<file path="config.mk">
export PLATFORM = sky130hd
export DESIGN_NAME = alu_rs
export DESIGN_NICKNAME = d
export VERILOG_FILES = /design/src/rtl/alu_rs.sv
export SDC_FILE = /design/constraint.sdc
export NUM_CORES = 1
export LEC_CHECK = 0
export CORE_MARGIN = 3
export CORE_UTILIZATION = 45
export CTS_CLUSTER_DIAMETER = 150
export DETAILED_ROUTE_END_ITERATION = 12
export GPL_ROUTABILITY_DRIVEN = 0
export SLEW_MARGIN = 10
export SYNTH_ARGS = -nofsm -noshare
export SYNTH_HDL_FRONTEND = slang
export SYNTH_SLANG_ARGS = --single-unit
export TNS_END_PERCENT = 1
</file>
<file path="constraint.sdc">
create_clock -name clk -period 4.5 [get_ports clk]
set_input_delay 0.9 -clock clk [delete_from_list [all_inputs] [get_ports clk]]
set_output_delay 0.9 -clock clk [all_outputs]
set_load 0.02 [all_outputs]
</file>
<file path="src/rtl/alu_rs.sv">
// ALU reservation station: collapsing queue, CDB wakeup, oldest-ready issue.
// Optional same-cycle CDB bypass to issue is enabled by defining ALU_RS_CDB_BYPASS_EN.
module alu_rs #(
    parameter int unsigned DEPTH = 4,
    parameter int unsigned TAGW  = 4,
    localparam int unsigned CW   = $clog2(DEPTH + 1)
) (
    input  logic                 clk,
    input  logic                 rst,
    input  logic                 flush,
    input  logic                 dispatch_valid,
    output logic                 dispatch_ready,
    input  logic [7:0]           dispatch_operand,
    input  logic [1:0]           dispatch_dep_rdy,
    input  logic [1:0][TAGW-1:0] dispatch_dep_tag,
    input  logic [1:0][7:0]      dispatch_dep_val,
    input  logic [7:0]           dispatch_wbs,
    input  logic [7:0]           dispatch_flags,
    input  logic [TAGW-1:0]      dispatch_robid,
    input  logic                 cdb_valid,
    input  logic [TAGW-1:0]      cdb_id,
    input  logic [7:0]           cdb_val,
    input  logic                 fu_busy,
    output logic                 input_transmit,
    output logic [7:0]           operand,
    output logic [1:0][7:0]      depvals,
    output logic [7:0]           wbs,
    output logic [7:0]           flags,
    output logic [TAGW-1:0]      robid,
    output logic [CW-1:0]        count
);

    typedef struct packed {
        logic                 v;
        logic [7:0]           op;
        logic [7:0]           wbs;
        logic [7:0]           fl;
        logic [TAGW-1:0]      rob;
        logic [1:0]           rdy;
        logic [1:0][TAGW-1:0] tag;
        logic [1:0][7:0]      val;
    } ent_t;

    ent_t            ent_q [DEPTH];
    ent_t            ent_d [DEPTH];
    ent_t            woke  [DEPTH+1];
    ent_t            disp_ent;
    logic [DEPTH-1:0] cand;
    logic [DEPTH-1:0] shift;
    logic            any_cand;
    logic            issue;
    logic            disp_acc;
    logic [CW-1:0]   wp;
    logic [CW-1:0]   count_q, count_d;

    logic [7:0]      iss_op, iss_wbs, iss_fl;
    logic [TAGW-1:0] iss_rob;
    logic [1:0][7:0] iss_val;

    logic            tx_q;
    logic [7:0]      op_q, wbs_q, fl_q;
    logic [TAGW-1:0] rob_q;
    logic [1:0][7:0] dv_q;

    // Entries with this cycle's CDB broadcast applied; the extra slot feeds the collapse of the top entry.
    always_comb begin
        for (int unsigned i = 0; i < DEPTH; i++) begin
            woke[i] = ent_q[i];
            for (int unsigned s = 0; s < 2; s++) begin
                if (cdb_valid && ent_q[i].v && !ent_q[i].rdy[s] && ent_q[i].tag[s] == cdb_id) begin
                    woke[i].rdy[s] = 1'b1;
                    woke[i].val[s] = cdb_val;
                end
            end
        end
        woke[DEPTH] = '0;
    end

    always_comb begin
        for (int unsigned i = 0; i < DEPTH; i++) begin
`ifdef ALU_RS_CDB_BYPASS_EN
            cand[i] = woke[i].v && (&woke[i].rdy);
`else
            cand[i] = ent_q[i].v && (&ent_q[i].rdy);
`endif
        end
    end

    // shift[i] marks entries at or above the selected slot; those take their younger neighbour.
    always_comb begin
        any_cand = 1'b0;
        shift    = '0;
        iss_op   = '0;
        iss_wbs  = '0;
        iss_fl   = '0;
        iss_rob  = '0;
        iss_val  = '0;
        for (int unsigned i = 0; i < DEPTH; i++) begin
            if (!any_cand && cand[i]) begin
                any_cand = 1'b1;
                iss_op   = woke[i].op;
                iss_wbs  = woke[i].wbs;
                iss_fl   = woke[i].fl;
                iss_rob  = woke[i].rob;
                iss_val  = woke[i].val;
            end
            shift[i] = any_cand;
        end
        issue = any_cand && !fu_busy;
    end

    assign dispatch_ready = (count_q != CW'(DEPTH));
    assign disp_acc       = dispatch_valid && dispatch_ready;
    assign wp             = issue ? (count_q - CW'(1)) : count_q;

    always_comb begin
        disp_ent     = '0;
        disp_ent.v   = 1'b1;
        disp_ent.op  = dispatch_operand;
        disp_ent.wbs = dispatch_wbs;
        disp_ent.fl  = dispatch_flags;
        disp_ent.rob = dispatch_robid;
        disp_ent.tag = dispatch_dep_tag;
        for (int unsigned s = 0; s < 2; s++) begin
            if (dispatch_dep_rdy[s]) begin
                disp_ent.rdy[s] = 1'b1;
                disp_ent.val[s] = dispatch_dep_val[s];
            end else if (cdb_valid && dispatch_dep_tag[s] == cdb_id) begin
                disp_ent.rdy[s] = 1'b1;
                disp_ent.val[s] = cdb_val;
            end else begin
                disp_ent.rdy[s] = 1'b0;
                disp_ent.val[s] = dispatch_dep_val[s];
            end
        end
    end

    always_comb begin
        for (int unsigned i = 0; i < DEPTH; i++) begin
            ent_d[i] = (issue && shift[i]) ? woke[i+1] : woke[i];
            if (disp_acc && wp == CW'(i)) begin
                ent_d[i] = disp_ent;
            end
        end
        count_d = count_q + CW'(disp_acc) - CW'(issue);
    end

    always_ff @(posedge clk or negedge rst) begin
        if (!rst) begin
            for (int unsigned i = 0; i < DEPTH; i++) begin
                ent_q[i] <= '0;
            end
            count_q <= '0;
            tx_q    <= 1'b0;
            op_q    <= '0;
            wbs_q   <= '0;
            fl_q    <= '0;
            rob_q   <= '0;
            dv_q    <= '0;
        end else if (flush) begin
            for (int unsigned i = 0; i < DEPTH; i++) begin
                ent_q[i] <= '0;
            end
            count_q <= '0;
            tx_q    <= 1'b0;
        end else begin
            for (int unsigned i = 0; i < DEPTH; i++) begin
                ent_q[i] <= ent_d[i];
            end
            count_q <= count_d;
            tx_q    <= issue;
            if (issue) begin
                op_q  <= iss_op;
                wbs_q <= iss_wbs;
                fl_q  <= iss_fl;
                rob_q <= iss_rob;
                dv_q  <= iss_val;
            end
        end
    end

    assign input_transmit = tx_q;
    assign operand        = op_q;
    assign depvals        = dv_q;
    assign wbs            = wbs_q;
    assign flags          = fl_q;
    assign robid          = rob_q;
    assign count          = count_q;

endmodule
</file>
# ---- Word-level counts from Yosys, hierarchy flattened
# Index checks and enable logic that the tools add are counted.
dict set report op_classes {
  muxes 60
  eq_ne 14
  n_bitwise 1
  add_sub_neg 3
  n_reduce_logical 63
}
# cell n
set ops {}
lappend ops {{$mux 55} 8}
lappend ops {{$mux 220} 1}
lappend ops {{$mux 8} 24}
lappend ops {{$mux 16} 4}
lappend ops {{$eq 4x4->1} 10}
lappend ops {{$logic_and 1x1->1} 39}
lappend ops {{$mux 1} 17}
lappend ops {{$mux 4} 4}
lappend ops {{$logic_not 1->1} 12}
lappend ops {{$reduce_bool 3->1} 4}
lappend ops {{$reduce_and 2->1} 5}
lappend ops {{$reduce_bool 4->1} 2}
lappend ops {{$eq 3x2->1 const B} 2}
lappend ops {{$mux 3} 2}
lappend ops {{$add 3x1->3} 1}
lappend ops {{$eq 3x1->1 const B} 1}
lappend ops {{$logic_not 3->1} 1}
lappend ops {{$ne 3x3->1 const B} 1}
lappend ops {{$sub 3x1->3} 1}
lappend ops {{$sub 3x1->3 const B} 1}
lappend ops {{$not 1->1} 1}
dict set report word_totals {
  input_bits 72
  ff_bits 268
  elab_cells 190
  output_inout_bits 49
}

# ---- Depth between registers and ports, before layout
dict set report depth {
  depth_word 18
  ltp_mapped 13
  mapped_depth_nobuf 12
}

# ---- Least setup slack after synthesis
# OpenSTA, ideal clock, no wires.
dict set report synth_timing {
  path_kind {input -> register}
  from {input port cdb_id[2]}
  to {register ent_q[118] in the netlist's numbering}
  path_slack_ns 1.708
  stages 7
  setup_time_ns 0.104
  t_required_ns 4.396
  n_path_buf 1
  arrival_time_ns 2.688
  path_cell_list {buf_2 xnor2_1 nand3_1 nor4_2 mux2_2 a21oi_1 a221oi_1}
}
dict set report synth_via {
  elab_chain_len 6
  word_cells_on_any_way 13
  classes_between {3 x eq/ne; 7 x mux; 3 x reduce/logical}
}
# element line_no
set synth_rtl {}
lappend synth_rtl {{from (decl)} 21} ;# input logic [TAGW-1:0] cdb_id,
lappend synth_rtl {{$eq 4x4->1, on equally long branches} {70, 128}}
lappend synth_rtl {{$logic_and 1x1->1, on equally long branches} {70, 128}}
lappend synth_rtl {{$mux 8, on equally long branches} {70, 128}}
lappend synth_rtl {{$mux 55 / $mux 8 (equally long branches)} {140, 125}}
lappend synth_rtl {{$mux 55 (*)} 141} ;# if (disp_acc && wp == CW'(i)) begin
lappend synth_rtl {{$mux 220 (*)} 160} ;# end else if (flush) begin
lappend synth_rtl {{to (signal, indexed assignment)} 168} ;# ent_q[i] <= ent_d[i];
lappend synth_rtl {{to (decl)} 44} ;# ent_t ent_q [DEPTH];
# Every way passes the cells marked *; elsewhere a longest branch is shown, timed or not. The select of a mux whose other input is x is not followed.
# A chain may end at the register's enable or synchronous reset.

# ---- Worst setup path in the final report
dict set report layout_timing {
  from {register count_q[1], in the netlist count[1]}
  to {register ent_q[174] in the netlist's numbering}
}
dict set report layout_via {
  elab_chain_len 6
  word_cells_on_any_way 8
  classes_between {1 x add/sub; 1 x eq/ne; 3 x mux; 3 x reduce/logical}
}
# element line_no
set layout_rtl {}
lappend layout_rtl {{from (decl)} 54} ;# logic [CW-1:0] count_q, count_d;
lappend layout_rtl {{from (signal assigned)} 170} ;# count_q <= count_d;
lappend layout_rtl {{$sub 3x1->3} 114} ;# assign wp = issue ? (count_q - CW'(1)) : count_q;
lappend layout_rtl {{$mux 3} 114}
lappend layout_rtl {{$logic_not 3->1} 141}
lappend layout_rtl {{$logic_and 1x1->1 (*)} 141}
lappend layout_rtl {{$mux 55 (*)} 141}
lappend layout_rtl {{$mux 220 (*)} 160}
# Every way passes the cells marked *; elsewhere a longest branch is shown, timed or not.

==> results.py <==
metrics = {
    "timing": {
        "rsz0062_at_grt": "false",
        "worst_pin_slew_ns": 1.03,
        "tns_ns": 0,
        "report.final.hold_viol_count": 0,
        "period_minus_slack_ns": 3.55,
        "max_freq_mhz": 282,
        "skew_ns": 0.0119,
        "final_max_slew_viol_count": 0,
        "max_slew_margin": 0.308,
        "setup_viol": 0,
        "fin_crit_sh": 0.789,
    },
    "final_layout": {
        "final_nets": 1657,
        "drive_gt1_frac": 0.0932,
        "multi_input_area_um2": 7430,
        "area_delta_synth_final_pct": 17.0,
        "num_antenna_cells": 0,
        "mostFrequentLayoutCells": "dfrtp_1 (268), nand2_1 (190), nor2_1 (159), mux2i_1 (136), clkdlybuf4s50_1 (118)",
        "seq_area_um2": 6710,
        "final_common_cell": "dfrtp_1",
        "final_cell_area_um2": 17200,
        "fill_cells": 2913,
    },
    "global_route": {
        "overflow": 0,
        "grt_pass1_wl_um": 74800,
        "grt_max_degree": 83,
        "grt_pass1_vias": 12900,
        "antenna_found_initial": 0,
        "grt_usage": 0.262,
    },
    "placed_design": {
        "io_buffers": 120,
        "dpl.hpwl_um": 27600,
        "dpl_cell_area_um2": 16300,
    },
    "setup_path": {
        "crit_arrival_ns": 4.01,
        "cp_max_fo": 75,
        "path_class": "flip-flop to flip-flop",
        "crit_path_end_kind": "flip-flop",
        "required_ns": 4.96,
        "r2r_start": "count[1]$_DFF_PN0_",
        "critPathLaunch": "count[1]$_DFF_PN0_",
        "cp-start-kind": "flip-flop",
    },
    "synth": {
        "syn_area_um2": 14700,
        "synth_cells": 1536,
        "ys.warnings.count": 0,
        "synth-seq-cells": 268,
        "synth_nets": 1613,
        "ys.flop_type": "dfrtp_1",
        "synthDistinctLibCells": 57,
        "synth_edf_count": 0,
        "ys_seq_area_frac": 0.455,
        "synth.avg_cell_area_um2": 9.59,
        "ys_async_sr_fraction": 1.00,
    },
    "route": {
        "drt_drc_violations_left": 0,
        "vias": 12700,
        "drtAntennaViolNets": 0,
        "viasPerCell": 6.26,
        "wl_per_cell_um": 22.8,
        "drt-pass1-iter-count": 7,
        "drt-total-wl_um": 46400,
        "drtIter0Drc": 1227,
    },
    "cts": {
        "clock_path_buffers": 3,
        "clkTransAtPathRegs_ns": 0.06,
        "root_buffer": "clkbuf_16",
        "ctsResizeCount": 0,
        "htreeDepth": 1,
        "cts_setup_buffers": 0,
        "cts.sinks": 268,
        "clk_latency_ns": 0.56,
        "numCtsBuffers": 31,
        "cts_tree": "done",
        "cts-hold-fix-buffers": 0,
    },
    "power": {
        "p_per_area_nw_per_um2": 450,
        "max-vdd-ir-drop_mv": 0.309,
        "internal_power_uw": 5240,
        "power.share.clock": 0.318,
        "leakagePower_uw": 0.00647,
        "seq_power_share": 0.411,
        "p_sw_uw": 2510,
        "swShare": 0.324,
        "power_frac_comb": 0.271,
    },
    "floorplanning": {
        "dieWidth_um": 187,
        "start_util": 0.462,
        "core_area_um2": 31900,
        "dieHeight_um": 187,
        "io_pins": 121,
        "num_rows": 65,
        "fp.dieArea_um2": 34900,
    },
    "min_path": {
        "hp-class": "input pin to async pin",
    },
    "flow_run": {
        "cap_violations": 0,
    },
    "outcome": {
        "outcome": "completed",
    },
}
-- cells in the mapped netlist, types with 28 or more instances --
cell type	n	area, µm²
dfrtp_1	268	6710
nand2_1	190	713
nor2_1	163	612
mux2i_1	136	1360
a21oi_1	117	586
clkbuf_1	109	409
a211oi_1	79	593
nand3_1	49	245
a311oi_2	36	541
a31oi_1	34	213
a221oi_1	32	280
a22oi_1	32	240
o22ai_1	32	200
a222oi_1	28	280
-- final timing paths --
check / end / slack [ns] / depth (start not counted)
max: ent_q[174]$_DFF_PN0_ / 0.95 / 9
min: ent_q[7]$_DFF_PN0_ / 0.30 / 1
max reg2reg: ent_q[174]$_DFF_PN0_ / 0.95 / 9
min reg2reg: wbs[3]$_DFFE_PN0P_ / 0.55 / 2
max in group asynchronous: depvals[4]$_DFFE_PN0P_ / 3.16 / 2
min in group clk: wbs[3]$_DFFE_PN0P_ / 0.55 / 2
-- registers in the layout (all words and copies together) (netlist names) --
| signal | flops |
|---|---|
| depvals | 16 |
| operand | 8 |
| input_transmit | 1 |
| robid | 4 |
| ent_q | 220 |
| count | 3 |
| wbs | 8 |
| flags | 8 |
-- per-stage QoR --
| stage | utilization | cells | hold slack [ns] | setup WS (ns) | power, µW |
|---|---|---|---|---|---|
| after global placement | 0.510 | 1982 | 0.543 | 0.781 | 5270 |
| final | 0.540 | 2034 | 0.296 | 0.950 | 7750 |
| after CTS | 0.540 | 2034 | 0.319 | 0.958 | 7780 |
| after floorplan | - | 1536 | 0.529 | 1.71 | 4530 |
| after global routing | 0.540 | 2034 | 0.331 | 0.654 | 8140 |
| after detailed placement | 0.510 | 1982 | 0.545 | 0.669 | 5310 |
-- logic make-up after synthesis --
logic type,synth area share
flops,0.455
buf+inv,0.0465
xor+xnor,0.0250
simple gates,0.133
compound gates,0.239
fa+ha+maj,0.00476
mux,0.0964
-- worst max-delay path: stages (launching register included) --
cell	delay, ns
dfrtp_1	0.48
inv_1	0.13
ha_1	0.20
and3b_1	0.16
o21ai_0	0.44
or3_4	0.24
mux2_4	0.83
buf_4	0.56
nor2b_1	0.13
a211oi_1	0.24
-- per-layer routing --
layer / vias to the layer above / GRT usage / wire length, µm
met4: 0 / 0.0643 / 1080
met3: 75 / 0.0478 / 3240
met5: - / 0 / 0
li1: 5783 / - / -
met1: 6369 / 0.381 / 21200
met2: 514 / 0.408 / 20800
-- cell type report --
class | instances | area share
multi-input cells | 1111 | 0.431
repair buffers | 158 | 0.0888
inverters | 10 | 0.00218
clock buffers | 49 | 0.0542
flip-flops and latches | 268 | 0.389
well taps | 435 | 0.0316
clock inverters | 3 | 0.00254
-- power by group through the flow --
stage / clock network [µW] / logic [µW] / registers (µW)
2_1_floorplan: 0 / 1210 / 3320
3_3_place_gp: 0 / 2060 / 3210
3_5_place_dp: 0 / 2100 / 3210
4_1_cts: 2490 / 2110 / 3180
5_1_grt: 2590 / 2310 / 3240
6_report: 2460 / 2100 / 3180
Power figures use the tool's default switching activity.
